--- src/rtl/mem_scan_reader.sv ---
// Streams a contiguous range of BRAM words through port B into a small output FIFO.
// Optional build macro SCAN_LOOP_EN repeats the scan for as long as start is held high.
module mem_scan_reader #(
  parameter int FIFO_DEPTH = 4  // power of two, >= 2
) (
  input  logic        clk,
  input  logic        reset,
  input  logic        start,
  input  logic [15:0] base_addr,
  input  logic [15:0] count,
  output logic [15:0] addr_b,
  output logic        we_b,
  output logic [15:0] data_b,
  input  logic [15:0] q_b,
  output logic [15:0] out_data,
  output logic        out_valid,
  input  logic        out_ready,
  output logic        busy,
  output logic        done
);

  localparam int PTR_W = $clog2(FIFO_DEPTH);
  localparam int CNT_W = PTR_W + 1;

  typedef enum logic [1:0] {IDLE, READ, DRAIN, DONE} state_e;

  state_e             state_q, state_d;
  logic [15:0]        addr_q, addr_d;
  logic [15:0]        remaining_q, remaining_d;
  logic               inflight_q, inflight_d;
  logic               busy_q, busy_d;
  logic               done_q, done_d;
  logic [PTR_W-1:0]   wr_ptr_q, wr_ptr_d;
  logic [PTR_W-1:0]   rd_ptr_q, rd_ptr_d;
  logic [CNT_W-1:0]   fcnt_q, fcnt_d;
  logic [15:0]        fifo_mem [FIFO_DEPTH];
`ifdef SCAN_LOOP_EN
  logic [15:0]        base_q, base_d;
  logic [15:0]        len_q, len_d;
`endif

  logic               push;
  logic               pop;
  logic               issue;
  logic [CNT_W-1:0]   free_slots;

  // The word requested last cycle is on q_b now, so the in-flight flag doubles as the push strobe.
  assign push       = inflight_q;
  assign pop        = (fcnt_q != '0) && out_ready;
  assign free_slots = CNT_W'(FIFO_DEPTH) - fcnt_q;
  assign issue      = (state_q == READ) && (remaining_q != '0) &&
                      (free_slots > CNT_W'(inflight_q));

  // NOTE: every signal assigned in an always_comb gets a default first, so no path leaves it unassigned and no latch is inferred.
  always_comb begin
    state_d     = state_q;
    addr_d      = addr_q;
    remaining_d = remaining_q;
    inflight_d  = issue;
`ifdef SCAN_LOOP_EN
    base_d      = base_q;
    len_d       = len_q;
`endif

    if (issue) begin
      addr_d      = addr_q + 16'd1;
      remaining_d = remaining_q - 16'd1;
    end

    case (state_q)
      IDLE: begin
        if (start) begin
`ifdef SCAN_LOOP_EN
          base_d = base_addr;
          len_d  = count;
`endif
          if (count == '0) begin
            state_d = DONE;
          end else begin
            state_d     = READ;
            addr_d      = base_addr;
            remaining_d = count;
          end
        end
      end
      READ: begin
        if (issue && (remaining_q == 16'd1)) state_d = DRAIN;
      end
      DRAIN: begin
        if ((fcnt_q == '0) && !inflight_q) state_d = DONE;
      end
      DONE: begin
`ifdef SCAN_LOOP_EN
        if (start && (len_q != '0)) begin
          state_d     = READ;
          addr_d      = base_q;
          remaining_d = len_q;
        end else if (!start) begin
          state_d = IDLE;
        end
`else
        state_d = IDLE;
`endif
      end
      default: state_d = IDLE;
    endcase

    busy_d = (state_d != IDLE);
    done_d = (state_d == DONE);
  end

  // Push and pop in the same cycle cancel in the occupancy count.
  always_comb begin
    wr_ptr_d = wr_ptr_q;
    rd_ptr_d = rd_ptr_q;
    fcnt_d   = fcnt_q;
    if (push) wr_ptr_d = wr_ptr_q + PTR_W'(1);
    if (pop)  rd_ptr_d = rd_ptr_q + PTR_W'(1);
    case ({push, pop})
      2'b10:   fcnt_d = fcnt_q + CNT_W'(1);
      2'b01:   fcnt_d = fcnt_q - CNT_W'(1);
      default: fcnt_d = fcnt_q;
    endcase
  end

  // NOTE: sequential state uses non-blocking assignments so every flop samples pre-edge values regardless of statement order.
  always_ff @(posedge clk or negedge reset) begin
    if (!reset) begin
      state_q     <= IDLE;
      addr_q      <= '0;
      remaining_q <= '0;
      inflight_q  <= 1'b0;
      busy_q      <= 1'b0;
      done_q      <= 1'b0;
      wr_ptr_q    <= '0;
      rd_ptr_q    <= '0;
      fcnt_q      <= '0;
`ifdef SCAN_LOOP_EN
      base_q      <= '0;
      len_q       <= '0;
`endif
    end else begin
      state_q     <= state_d;
      addr_q      <= addr_d;
      remaining_q <= remaining_d;
      inflight_q  <= inflight_d;
      busy_q      <= busy_d;
      done_q      <= done_d;
      wr_ptr_q    <= wr_ptr_d;
      rd_ptr_q    <= rd_ptr_d;
      fcnt_q      <= fcnt_d;
`ifdef SCAN_LOOP_EN
      base_q      <= base_d;
      len_q       <= len_d;
`endif
    end
  end

  // NOTE: FIFO storage has no reset; the pointers and count define validity, and this keeps it mappable to RAM.
  always_ff @(posedge clk) begin
    if (push) fifo_mem[wr_ptr_q] <= q_b;
  end

  assign addr_b    = addr_q;
  assign we_b      = 1'b0;
  assign data_b    = 16'h0000;
  assign out_valid = (fcnt_q != '0);
  assign out_data  = out_valid ? fifo_mem[rd_ptr_q] : 16'h0000;
  assign busy      = busy_q;
  assign done      = done_q;

endmodule

--- config.mk ---
export PLATFORM = sky130hd
export DESIGN_NAME = mem_scan_reader
export DESIGN_NICKNAME = d
export VERILOG_FILES = /design/src/rtl/mem_scan_reader.sv
export SDC_FILE = /design/constraint.sdc
export NUM_CORES = 1
export LEC_CHECK = 0
export CAP_MARGIN = 20
export CORE_UTILIZATION = 47
export CTS_CLUSTER_SIZE = 12
export DETAILED_ROUTE_END_ITERATION = 16
export PLACE_DENSITY = 0.79
export SYNTH_ARGS = -nofsm -noshare
export SYNTH_HDL_FRONTEND = slang
export SYNTH_SLANG_ARGS = --single-unit
--- constraint.sdc ---
create_clock -name clk -period 2 [get_ports clk]
set_input_delay 0.4 -clock clk [delete_from_list [all_inputs] [get_ports clk]]
set_output_delay 0.4 -clock clk [all_outputs]
set_load 0.01 [all_outputs]
Word level (Yosys, flattened, before mapping)
Memory sizes are Yosys's and may differ from the RTL's.
Cells that the tools add are included.
{"block": "totals", "inputBits": 52, "out_inout_bits": 52, "regBits": 44, "memories": 1, "ramBits": 64, "wordCells": 55}
{"memory": "fifo_mem", "words": 4, "width": 16, "read_ports": 1, "rd_clocked_by_memory_dff": 0, "write_ports": 1, "line_no": "36", "text": "logic [15:0] fifo_mem [FIFO_DEPTH];"}
{"block": "op_classes", "n_eq_ne": 7, "n_reduce_logical": 13, "magnitude_cmp": 1, "mux": 17, "add_sub_neg": 7}
{"operator": "16-bit 2-to-1 mux", "n": 9}
{"operator": "16-bit by 1-bit adder with 16-bit output (second input constant)", "n": 1}
{"operator": "16-bit by 1-bit equality test with 1-bit output (second input constant)", "n": 1}
{"operator": "16-bit zero test", "n": 1}
{"operator": "16-bit nonzero test", "n": 1}
{"operator": "16-bit by 1-bit subtractor with 16-bit output (second input constant)", "n": 1}
{"operator": "2-bit equality test (second input constant)", "n": 4}
{"operator": "2-bit 2-to-1 mux", "n": 4}
{"operator": "2-bit case mux with 4 select lines", "n": 1}
{"operator": "3-bit case mux with 2 select lines", "n": 1}
{"operator": "1-bit logical AND", "n": 5}
{"operator": "2-bit by 1-bit adder with 2-bit output (second input constant)", "n": 2}
{"operator": "2-bit by 1-bit equality test with 1-bit output (second input constant)", "n": 2}
{"operator": "2-bit nonzero test", "n": 2}
{"operator": "3-bit by 1-bit adder with 3-bit output (second input constant)", "n": 1}
{"operator": "3-bit by 1-bit > comparator with 1-bit output", "n": 1}
{"operator": "3-bit zero test", "n": 1}
{"operator": "3-bit nonzero test", "n": 1}
{"operator": "3-bit by 1-bit subtractor with 3-bit output (second input constant)", "n": 1}
{"operator": "3-bit subtractor (first input constant)", "n": 1}
{"operator": "2-bit zero test", "n": 1}
{"operator": "1-bit 2-to-1 mux", "n": 2}
{"operator": "1-bit zero test", "n": 1}

Logic depth before layout (Yosys ltp)
{"block": "logic_depth", "ltp_word": 7, "ltp_mapped": 10, "depth_no_buf": 10}

Worst setup path before layout
Ideal clock, no wire load.
{"block": "synth_timing", "path_type": "register to register", "start": "register fcnt_q[0]", "end": "register fcnt_q[2]", "synth_period_minus_slack_ns": 2.089, "stages_incl_launch_ff": 11, "setup_ns": 0.080, "arrival_time_ns": 2.009, "path_slack_ns": -0.089, "path_cell_list": "dfrtp_1 inv_1 ha_1 ha_1 nor2b_1 ha_1 inv_1 fa_1 xor2_1 nor2_1 xnor2_1"}
{"block": "synth_via", "elab_chain_len": 4, "elab_cells_between_ends": 8}
{"item": "start: declaration", "line_no": "35", "text": "logic [CNT_W-1:0] fcnt_q, fcnt_d;"}
{"item": "start signal: assignment", "line_no": "151", "text": "fcnt_q <= fcnt_d;"}
{"item": "3-bit nonzero test *", "line_no": "49", "text": "assign pop = (fcnt_q != '0) && out_ready;"}
{"item": "1-bit logical AND *", "line_no": "49"}
{"item": "named net pop", "line_no": "43", "text": "logic pop;"}
{"item": "2-bit by 1-bit equality test with 1-bit output or 2-bit equality test (tied branches)", "line_no": "119", "text": "case ({push, pop})"}
{"item": "3-bit case mux with 2 select lines or 2-bit nonzero test (tied branches)"}
Mark *: on every way through the listed nets, which the timed path passes. The rest lies on a longest branch.
A chain may end at the register's enable or synchronous reset.

Worst setup path in the final report
{"block": "layout_timing", "start": "register rd_ptr_q[0]", "end": "output out_data[9]"}
{"block": "layout_via", "elab_chain_len": 2}
{"item": "start: declaration", "line_no": "34", "text": "logic [PTR_W-1:0] rd_ptr_q, rd_ptr_d;"}
{"item": "start signal: assignment", "line_no": "150", "text": "rd_ptr_q <= rd_ptr_d;"}
{"item": "memory read 4 x 16 bit"}
{"item": "16-bit 2-to-1 mux", "line_no": "168", "text": "assign out_data = out_valid ? fifo_mem[rd_ptr_q] : 16'h0000;"}
{"item": "end: declaration", "line_no": "15", "text": "output logic [15:0] out_data,"}
Every way passes these cells.

==> qor.yml <==
grt_pass1_wl_mm: 18.5
ir_drop_mv: 0.717
netlist_area_sq_mm: 0.00511
multi_input_area_sq_mm: 0.00234
critPathLaunchType: "flip-flop"
wire_per_inst_microns: 18.2
gp_congestion: 0.790
synth_top_area_cell: "edfxtp_1"
grt_max_degree: 48
yosysUniqueCellTypes: 48
num_rows: 37
syn_avg_cell_area_sq_um: 13.0
maxSlewHeadroom_pct: 61.0
cts_num_sinks: 108
max-cap-violations: 0
drc: 0
rsz0062_at_grt: "true"
synth_edf_count: 64
io_pins: 104
overflow: 0
clockBufferDepth: 2
fillers: 681
hp-class: "input pin to async pin"
cts_htree_levels: 3
nets: 625
tns_ps: -3620
worst_pin_slew_ps: 586
setup_viol_count_final: 33
layout-drive-gt1-share_pct: 36.2
top_usage_layer: "met2"
holdBufCountCts: 0
r2r_end: "addr_b[5]"
synth-seq-area-share_pct: 59.1
die_area_sq_mm: 0.0113
io_buffer_count: 86
vias_per_cell: 5.41
critPathLaunch: "rd_ptr_q[0]"
clock_skew_ps: 16.8
grt_pass1_vias: 3762
met2_usage_pct: 37.2
drt_wl_total_mm: 12.8
reg2reg_from: "remaining_q[4]"
ys_ff_latch: 108
start_util_pct: 49.1
setup.worst_path.end_class: "output port"
dp_hpwl_mm: 7.66
antenna_found_initial: 0
min_period_over_period_pct: 111
track_usage_pct: 21.5
r2r_cells: 7
power_leakage_nw: 2.85
die_h_microns: 106
drt_iter0_drc: 148
cts_root_buf: "clkbuf_8"
diodes: 0
power_density_mw_per_mm2: 1420
clkTransAtPathRegs_ps: 120
first_pass_iters: 5
ys_async_sr_fraction_pct: 40.7
syn_inst: 393
finalCriticalPeriod_ps: 2220
yosys_warnings: 0
ys.flop_type: "edfxtp_1"
use_met3_pct: 3.74
critPathArrivalTime_ps: 1820
violations: "setup timing"
critPathKind: "flip-flop to output port"
clock_latency_ps: 390
hold_viol_final: 0
clock.fmax_ghz: 0.449
die_w_microns: 106
use_met1_pct: 27.3
regToRegSetupSlack_ps: -80
pre_cts_ws_ps: -212
cts_made_buffers: 9
run_status: "finished, violations left"
cts_tree: "yes"
utilization_pct: 71.2
ys_top_cells_by_area: "edfxtp_1 38%, dfrtp_1 22%, mux4_2 7.0%, xnor2_1 5.3%, a21oi_1 3.2%"
critPathRequiredTime_ps: 1600
crit_fanout: 3
synth.top_cell.area_share_pct: 37.6
ant_nets: 0
fin_ws_ps: -225
drv_slew: 0
core_region_area_sq_mm: 0.0104
area_growth_pct: 44.9
seqCellArea_sq_mm: 0.00303
route.vias.total: 3799
-- metrics by stage --
| step | cells | hold WS (ps) | total power [mW] | area (sq um) |
|---|---|---|---|---|
| detailed placement | 664 | 493 | 8.24 | 6560 |
| finish | 702 | 73.5 | 10.6 | 7410 |
| floorplan | 409 | 104 | 6.05 | 5180 |
| global route | 702 | 98.5 | 11.2 | 7410 |
| CTS | 694 | 93.6 | 9.92 | 6970 |
| global placement | 664 | 470 | 8.06 | 6560 |
-- timing repair --
| action | CTS | global route |
|---|---|---|
| cloned | 2 | 0 |
| pin swaps | 20 | 50 |
| hold endpoints to repair | 0 | 0 |
| endpoints found under the setup margin | 47 | 52 |
| resized for setup | 113 | 70 |
| setup buffers | 12 | 9 |
-- registers in the layout, summed over array words and instances (netlist names) --
name         flops
fifo_mem        64
addr_b          16
remaining_q     16
fcnt_q           3
rd_ptr_q         2
state_q          2
wr_ptr_q         2
busy             1
done             1
inflight_q       1
-- how the worst max path moves through the flow --
stage                                 to  slack [ps]  cells past startpoint
after global routing        out_data[14]        -300                      5
final                        out_data[9]        -220                      5
after CTS                    out_data[1]        -240                      5
after detailed placement       addr_b[4]        -210                      9
after global placement    remaining_q[1]        -180                      8
after floorplan           remaining_q[1]         -40                      9
-- power breakdown --
group	total, mW	switching, mW	leakage [nW]	internal [mW]
Combinational	5.53	2.45	1.67	3.08
Clock	1.32	0.833	0.0969	0.485
Sequential	3.71	0.484	1.08	3.22
Total	10.6	3.77	2.85	6.79
-- worst max-delay path, stage by stage, from the launching register on --
cell	delay [ps]
dfrtp_2	430
buf_4	130
buf_6	100
mux4_2	480
and2_4	170
buf_2	130
-- final cells by class --
class	count	area share (%)
timing repair buffer	174	22.2
sequential	108	40.8
clock buffer	9	1.67
inverter	12	0.608
tap	136	2.30
multi-input combinational	256	31.5
clock inverter	7	0.895
-- metal layers --
layer / vias up / wire length, microns
met5: - / 0
met4: 0 / 252
met3: 23 / 596
met2: 122 / 6880
met1: 1916 / 5060
li1: 1738 / -
-- layout by cell type (no fill, tap or decap), types with 7 or more instances in the layout --
cell type and count:
clkdlybuf4s50_1 68, xnor2_1 29, mux4_2 16, nor2_1 31, nor3_2 7, ha_1 7, a21oi_1 33, dfrtp_1 41
buf_4 64, clkbuf_8 9, and2_1 15, nor3_4 7, edfxtp_1 64, inv_1 8, buf_12 7, buf_2 12
conb_1 17, and2_4 7, buf_6 20
-- cell usage after synthesis, types with 2 or more instances --
cell type,instances
a21oi_1,33
and2_1,22
nor2_1,34
xnor2_1,31
buf_4,18
mux2i_1,2
nand3_1,5
nand4_1,2
or3_1,5
xor2_1,4
nor2b_1,3
or4_4,2
and4_1,2
mux4_2,16
nor4b_1,2
dfrtp_1,44
nor3b_1,4
clkbuf_1,9
buf_2,5
nor3_1,16
edfxtp_1,64
ha_1,11
or4_1,3
o21ai_0,4
nor4_1,10
inv_1,12
nand2_1,5
o2111ai_1,3
and3_1,3
-- kinds of logic (layout without fill, tap and decap cells) --
group / count (synthesis) / count (layout) / synth area share (%)
simple gates: 124 / 124 / 13.8
xor+xnor: 35 / 35 / 5.99
other cells: 1 / 17 / 0.0733
flops: 108 / 108 / 59.1
mux: 19 / 19 / 7.73
fa+ha+maj: 12 / 12 / 3.08
buf+inv: 45 / 202 / 4.75
compound gates: 49 / 49 / 5.48
Note: power is estimated with default switching activity, not from simulation.
